File: config.mk
export PLATFORM = sky130hd
export DESIGN_NAME = data_path_pipelined
export DESIGN_NICKNAME = d
export VERILOG_FILES = /design/src/rtl/data_path_pipelined_pkg.sv /design/src/rtl/data_path_pipelined_alu.sv /design/src/rtl/data_path_pipelined.sv
export SDC_FILE = /design/constraint.sdc
export NUM_CORES = 1
export LEC_CHECK = 0
export ABC_AREA = 1
export BUFFER_PORTS_ARGS = -buffer_cell sky130_fd_sc_hd__buf_4
export CAP_MARGIN = 20
export CORE_ASPECT_RATIO = 1.5
export CORE_MARGIN = 5
export CORE_UTILIZATION = 55
export CTS_CLUSTER_SIZE = 30
export DETAILED_ROUTE_END_ITERATION = 12
export HOLD_SLACK_MARGIN = 0.08
export PLACE_DENSITY = 0.78
export SYNTH_ARGS = -nofsm -noshare
export SYNTH_HDL_FRONTEND = slang
export SYNTH_SLANG_ARGS = --single-unit
export TNS_END_PERCENT = 10
File: constraint.sdc
create_clock -name clock -period 8.65 [get_ports clock]
set_input_delay 0 -clock clock [delete_from_list [all_inputs] [get_ports clock]]
set_output_delay 0 -clock clock [all_outputs]
set_load 0.05 [all_outputs]
File: src/rtl/data_path_pipelined_pkg.sv
// Shared types for the pipelined data path: ALU opcodes, writeback source select, operand-B select.
// Latency: n/a (type definitions only).
// Backpressure: n/a.
package data_path_package;

  typedef enum logic [2:0] {
    ALU_ADD    = 3'b000,
    ALU_SUB    = 3'b001,
    ALU_AND    = 3'b010,
    ALU_OR     = 3'b011,
    ALU_XOR    = 3'b100,
    ALU_SHL    = 3'b101,
    ALU_SHR    = 3'b110,
    ALU_PASS_B = 3'b111
  } alu_opcode_t;

  typedef enum logic [1:0] {
    SRC_ALU       = 2'd0,
    SRC_IMM1      = 2'd1,
    SRC_OPERAND_A = 2'd2,
    SRC_IMM2      = 2'd3
  } output_source_t;

  localparam logic OPERAND_B_REGISTER  = 1'b0;
  localparam logic OPERAND_B_IMMEDIATE = 1'b1;

endpackage

File: src/rtl/data_path_pipelined_alu.sv
// Eight-operation ALU (add, sub, and, or, xor, shl, shr, pass B) with carry/borrow out.
// Latency: purely combinational.
// Backpressure: none.
module data_path_alu
  import data_path_package::*;
#(
  parameter int DATA_WIDTH = 32
) (
  input  logic [DATA_WIDTH-1:0] operand_a,
  input  logic [DATA_WIDTH-1:0] operand_b,
  input  alu_opcode_t           opcode,
  output logic [DATA_WIDTH-1:0] result,
  output logic                  carry
);

  localparam int SHAMT_W = $clog2(DATA_WIDTH);

  logic [DATA_WIDTH:0] sum_ext;
  logic [DATA_WIDTH:0] diff_ext;
  logic [SHAMT_W-1:0]  shamt;

  // Operation select; the extended difference's top bit is the unsigned borrow (A < B).
  always_comb begin
    sum_ext  = {1'b0, operand_a} + {1'b0, operand_b};
    diff_ext = {1'b0, operand_a} - {1'b0, operand_b};
    shamt    = operand_b[SHAMT_W-1:0];
    result   = '0;
    carry    = 1'b0;
    case (opcode)
      ALU_ADD: begin
        result = sum_ext[DATA_WIDTH-1:0];
        carry  = sum_ext[DATA_WIDTH];
      end
      ALU_SUB: begin
        result = diff_ext[DATA_WIDTH-1:0];
        carry  = diff_ext[DATA_WIDTH];
      end
      ALU_AND:    result = operand_a & operand_b;
      ALU_OR:     result = operand_a | operand_b;
      ALU_XOR:    result = operand_a ^ operand_b;
      ALU_SHL:    result = operand_a << shamt;
      ALU_SHR:    result = operand_a >> shamt;
      ALU_PASS_B: result = operand_b;
      default:    result = '0;
    endcase
  end

endmodule

File: src/rtl/data_path_pipelined.sv
// Two-stage data path: register file read + operand latch, then ALU/writeback with flags. Macro: DATA_PATH_BYPASS_EN.
// Latency: command at edge N, operands visible after N, result_valid and register write after N+1.
// Backpressure: none; one command per cycle, never stalls. Without bypass a dependent next command reads stale data.
module data_path_pipelined
  import data_path_package::*;
#(
  parameter  int DATA_WIDTH     = 32,
  parameter  int REGISTER_COUNT = 4,
  localparam int SELECTOR_WIDTH = $clog2(REGISTER_COUNT)
) (
  input  logic                      clock,
  input  logic                      reset_n,
  input  logic                      command_valid,
  input  logic [SELECTOR_WIDTH-1:0] input_register_selector_1,
  input  logic [SELECTOR_WIDTH-1:0] input_register_selector_2,
  input  logic                      operand_b_selector,
  input  logic [SELECTOR_WIDTH-1:0] output_register_selector,
  input  logic [1:0]                output_source_selector,
  input  logic                      output_enable,
  input  logic [2:0]                alu_opcode,
  input  logic [DATA_WIDTH-1:0]     immediate_1,
  input  logic [DATA_WIDTH-1:0]     immediate_2,
  output logic [DATA_WIDTH-1:0]     input_data_1,
  output logic [DATA_WIDTH-1:0]     input_data_2,
  output logic                      result_valid,
  output logic [DATA_WIDTH-1:0]     result_data,
  output logic                      result_zero,
  output logic                      result_carry
);

  // Register file
  logic [DATA_WIDTH-1:0] regs_q [REGISTER_COUNT];
  logic [DATA_WIDTH-1:0] regs_d [REGISTER_COUNT];

  // Stage 1 (latched command)
  logic                      s1_valid_q,  s1_valid_d;
  logic [DATA_WIDTH-1:0]     s1_op_a_q,   s1_op_a_d;
  logic [DATA_WIDTH-1:0]     s1_op_b_q,   s1_op_b_d;
  logic [DATA_WIDTH-1:0]     s1_imm1_q,   s1_imm1_d;
  logic [DATA_WIDTH-1:0]     s1_imm2_q,   s1_imm2_d;
  alu_opcode_t               s1_opcode_q, s1_opcode_d;
  output_source_t            s1_source_q, s1_source_d;
  logic [SELECTOR_WIDTH-1:0] s1_dest_q,   s1_dest_d;
  logic                      s1_oe_q,     s1_oe_d;

  // Result registers
  logic                  result_valid_q, result_valid_d;
  logic [DATA_WIDTH-1:0] result_data_q,  result_data_d;
  logic                  result_zero_q,  result_zero_d;
  logic                  result_carry_q, result_carry_d;

  // Combinational intermediates
  logic [DATA_WIDTH-1:0] read_a, read_b, op_b;
  logic [DATA_WIDTH-1:0] alu_result;
  logic                  alu_carry;
  logic [DATA_WIDTH-1:0] wb_data;
  logic                  wb_carry;

  data_path_alu #(
    .DATA_WIDTH(DATA_WIDTH)
  ) u_alu (
    .operand_a (s1_op_a_q),
    .operand_b (s1_op_b_q),
    .opcode    (s1_opcode_q),
    .result    (alu_result),
    .carry     (alu_carry)
  );

  // Writeback source mux; carry is only meaningful for ALU results.
  always_comb begin
    wb_data  = alu_result;
    wb_carry = 1'b0;
    case (s1_source_q)
      SRC_ALU: begin
        wb_data  = alu_result;
        wb_carry = alu_carry;
      end
      SRC_IMM1:      wb_data = s1_imm1_q;
      SRC_OPERAND_A: wb_data = s1_op_a_q;
      SRC_IMM2:      wb_data = s1_imm2_q;
      default:       wb_data = alu_result;
    endcase
  end

  // Stage-0 register read, optional forwarding of the in-flight stage-1 result, operand-B select.
  always_comb begin
    read_a = regs_q[input_register_selector_1];
    read_b = regs_q[input_register_selector_2];
`ifdef DATA_PATH_BYPASS_EN
    if (s1_valid_q && s1_oe_q && (s1_dest_q == input_register_selector_1)) read_a = wb_data;
    if (s1_valid_q && s1_oe_q && (s1_dest_q == input_register_selector_2)) read_b = wb_data;
`endif
    op_b = (operand_b_selector == OPERAND_B_IMMEDIATE) ? immediate_2 : read_b;
  end

  // Next-state for stage-1 latch, result registers and register-file writeback.
  always_comb begin
    s1_valid_d  = command_valid;
    s1_op_a_d   = s1_op_a_q;
    s1_op_b_d   = s1_op_b_q;
    s1_imm1_d   = s1_imm1_q;
    s1_imm2_d   = s1_imm2_q;
    s1_opcode_d = s1_opcode_q;
    s1_source_d = s1_source_q;
    s1_dest_d   = s1_dest_q;
    s1_oe_d     = s1_oe_q;
    if (command_valid) begin
      s1_op_a_d   = read_a;
      s1_op_b_d   = op_b;
      s1_imm1_d   = immediate_1;
      s1_imm2_d   = immediate_2;
      s1_opcode_d = alu_opcode_t'(alu_opcode);
      s1_source_d = output_source_t'(output_source_selector);
      s1_dest_d   = output_register_selector;
      s1_oe_d     = output_enable;
    end

    result_valid_d = s1_valid_q;
    result_data_d  = result_data_q;
    result_zero_d  = result_zero_q;
    result_carry_d = result_carry_q;
    regs_d         = regs_q;
    if (s1_valid_q) begin
      result_data_d  = wb_data;
      result_zero_d  = (wb_data == '0);
      result_carry_d = wb_carry;
      if (s1_oe_q) regs_d[s1_dest_q] = wb_data;
    end
  end

  // State registers; reset discards any in-flight command.
  always_ff @(posedge clock or negedge reset_n) begin
    if (!reset_n) begin
      regs_q         <= '{default: '0};
      s1_valid_q     <= 1'b0;
      s1_op_a_q      <= '0;
      s1_op_b_q      <= '0;
      s1_imm1_q      <= '0;
      s1_imm2_q      <= '0;
      s1_opcode_q    <= ALU_ADD;
      s1_source_q    <= SRC_ALU;
      s1_dest_q      <= '0;
      s1_oe_q        <= 1'b0;
      result_valid_q <= 1'b0;
      result_data_q  <= '0;
      result_zero_q  <= 1'b0;
      result_carry_q <= 1'b0;
    end else begin
      regs_q         <= regs_d;
      s1_valid_q     <= s1_valid_d;
      s1_op_a_q      <= s1_op_a_d;
      s1_op_b_q      <= s1_op_b_d;
      s1_imm1_q      <= s1_imm1_d;
      s1_imm2_q      <= s1_imm2_d;
      s1_opcode_q    <= s1_opcode_d;
      s1_source_q    <= s1_source_d;
      s1_dest_q      <= s1_dest_d;
      s1_oe_q        <= s1_oe_d;
      result_valid_q <= result_valid_d;
      result_data_q  <= result_data_d;
      result_zero_q  <= result_zero_d;
      result_carry_q <= result_carry_d;
    end
  end

  assign input_data_1 = s1_op_a_q;
  assign input_data_2 = s1_op_b_q;
  assign result_valid = result_valid_q;
  assign result_data  = result_data_q;
  assign result_zero  = result_zero_q;
  assign result_carry = result_carry_q;

endmodule
==> run_results.csv <==
group,metric,value,unit
run_status,status,"completed",
layout,fin_nets,3977,
global_route,antenna_found_initial,6,
critical_path,cp-start-kind,"flop",
synth,syn-instance-count,3674,
pwr,power_density,243,nW/um^2
synth,ys_seq_elements,300,
critical_path,required,9.14,ns
synth,postSynthAreaPerCell,6.40,um^2
floorplan,die_height,263,um
floorplan,core,42100,um^2
clocking,cts_tree,"yes",
synth,yosysUniqueCellTypes,52,
critical_path,crit-reg2reg-launch,"input_data_2[2]",
timing,setup_viol_count_final,0,
clocking,cts_made_buffers,28,
routing,drt-initial-drc-count,3556,
timing,worstMarginPinSlew,1.10,ns
floorplan,start_util,0.558,
layout,instances_no_fill,4384,
timing,rsz0062_at_grt,"false",
clocking,cts-resized-gates,0,
floorplan,io-pin-count,179,
placed_design,dpl_cell_area,24800,um^2
critical_path,r2r-end,"result_zero",
timing,layout_setup_ws,4.40,ns
clocking,cts_hold_buf,96,
critical_path,crit_fanout,72,
global_route,grtUsageTotal,0.439,
synth,synthesis.area,23500,um^2
clocking,cts.sinks,300,
critical_path,cp.arrival,4.74,ns
layout,fin_area,26700,um^2
timing,hold_viol,0,
routing,num_vias,27400,
global_route,grt_max_degree,168,
floorplan,rows,92,
layout,mostFrequentLayoutCell,"nand2_1",
timing,max-slew-margin-rel,0.265,
floorplan,die_x,179,um
routing,avgRoutedWirePerCell,24.1,um
placed_design,dpl.hpwl,76800,um
floorplan,die_area,47000,um^2
clocking,htreeDepth,1,
synth,ys_warn_count,0,
clocking,cts-root-buf,"clkbuf_16",
routing,wl,106000,um
routing,firstDrtPassIters,6,
pwr,ir_drop,0.236,mV
timing,fmax,236,MHz
global_route,grt_pass1_wl,157000,um
global_route,grt_pass1_vias,25700,
layout,area_growth,13.8,%
synth,seq_area_frac_synth,0.319,
clocking,cts_setup_buffers,0,
flow_run,maxCapViolations,0,
critical_path,end_kind,"flop",
routing,routed_via_density,6.24,
synth,syn_nets,3853,
placed_design,gp_congestion,1.06,
placed_design,place_ws,4.61,ns
timing,drv_slew,0,
layout,drive_gt1_frac,0.0846,
clocking,clock_latency,0.58,ns
global_route,overflow,0,
placed_design,io_buffer_count,178,
timing,whs,0.0904,ns
clocking,clockBufferDepth,3,
critical_path,reg2reg_depth,17,
routing,antenna_left,0,
placed_design,post-place-cells,4235,
layout,layout_common_cells,"nand2_1, nand3_1, o21ai_0",
timing,setup_tns,0,ns
timing,finalCritPeriodShare,0.491,
timing,clock_skew,0.0272,ns
pwr,leakage,13.4,nW
routing,drc,0,
timing,period_minus_slack,4.25,ns
critical_path,criticalPathCategory,"reg -> reg",
worst_hold_path,hp-class,"in -> async",
clocking,clkSlewWorstSetupHoldPaths,0.07,ns
critical_path,regToRegSetupSlack,4.40,ns
## logic make-up (layout without fill, tap and decap cells)
group,count (synthesis),count (layout),share of synthesized area
xor+xnor,1,1,0.000373
buf+inv,591,733,0.103
simple gates,1964,1964,0.353
fa+ha+maj,99,99,0.0533
other cells,0,4,0
compound gates,719,719,0.171
flops,300,300,0.319
## report_power, final
part | switching, mW | leakage (nW) | internal [mW]
sequential | 0.342 | 3.76 | 1.72
clock | 0.568 | 0.467 | 0.735
combinational | 2.23 | 9.13 | 0.894
total | 3.14 | 13.4 | 3.35
## per-layer routing
metal,global-route usage,part of all wire,vias to the layer above
met5,0,0.00026,-
met2,0.679,0.45,1847
met1,0.534,0.35,12700
li1,-,-,12400
met3,0.0919,0.11,478
met4,0.326,0.097,4
## metrics by stage
stage                     power, mW   util
final                          6.49  0.635
after global routing           6.83  0.635
after CTS                      6.35  0.634
after detailed placement       5.02  0.589
after global placement         4.99  0.589
after floorplan                4.01      -
## layout make-up
type,count,area [um^2]
diodes,4,10.0
flip-flops and latches,300,7510
fillers,4023,15400
clock inverters,7,106
multi-input cells,2783,13600
repair buffers,308,2570
clock buffers,41,841
well taps,564,706
inverters,377,1420
## registers in the layout (all words and copies together), names as in the netlist
| name | flops |
|---|---|
| regs_q | 128 |
| result_data | 32 |
| s1_imm2_q | 32 |
| input_data_1 | 32 |
| s1_oe_q | 1 |
| result_valid_d | 1 |
| result_zero | 1 |
| result_carry | 1 |
| s1_imm1_q | 32 |
| result_valid | 1 |
| input_data_2 | 32 |
| s1_source_q | 2 |
| s1_dest_q | 2 |
| s1_opcode_q | 3 |
## worst max-delay path, stage by stage, from the launching register on
cell	delay (ns)
dfrtp_2	0.39
buf_4	0.31
inv_2	0.10
buf_4	0.60
ha_1	0.48
nand2_1	0.14
nand3_1	0.23
nand3_1	0.16
nand3_1	0.26
nand2_1	0.25
nand3_1	0.10
nand3_1	0.11
nand4_1	0.14
nand2_1	0.27
nand2_1	0.10
nor2_1	0.20
nand3_1	0.12
o21ai_2	0.14
## worst max path at each step
| stage | startpoint | end | slack, ns | cells after the start |
|---|---|---|---|---|
| 2_1_floorplan | input_data_2[3] | result_zero | 5.52 | 21 |
| 4_1_cts | input_data_2[2] | result_zero | 4.58 | 17 |
| 3_3_place_gp | input_data_2[2] | result_zero | 4.63 | 17 |
| 6_report | input_data_2[2] | result_zero | 4.40 | 17 |
| 3_5_place_dp | input_data_2[2] | result_zero | 4.61 | 17 |
| 5_1_grt | input_data_2[2] | result_zero | 4.25 | 21 |
## cell usage after synthesis (all sizes together)
cell type  count  share of area
ha            97          0.052
nand3        505           0.11
o22ai        112          0.030
o31ai          2        0.00064
clkbuf       125          0.020
a31oi         11         0.0029
xnor2          1        0.00037
buf           89          0.023
a21boi         2        0.00080
o221ai        12         0.0045
o21bai         8         0.0027
and2           2        0.00053
nand2       1005           0.16
a21oi        108          0.024
o2111ai        1        0.00037
nor3          32         0.0088
inv          373          0.060
dfrtp        300           0.32
a2111oi        1        0.00037
o21ai        428          0.092
nand3b         1        0.00032
clkinv         4        0.00064
nand4         34         0.0093
and3           3        0.00080
fa             2         0.0017
or2            4         0.0011
o32ai         23         0.0086
o211ai        11         0.0035
nor2         378          0.061
Note: power is estimated with default switching activity, not from simulation.
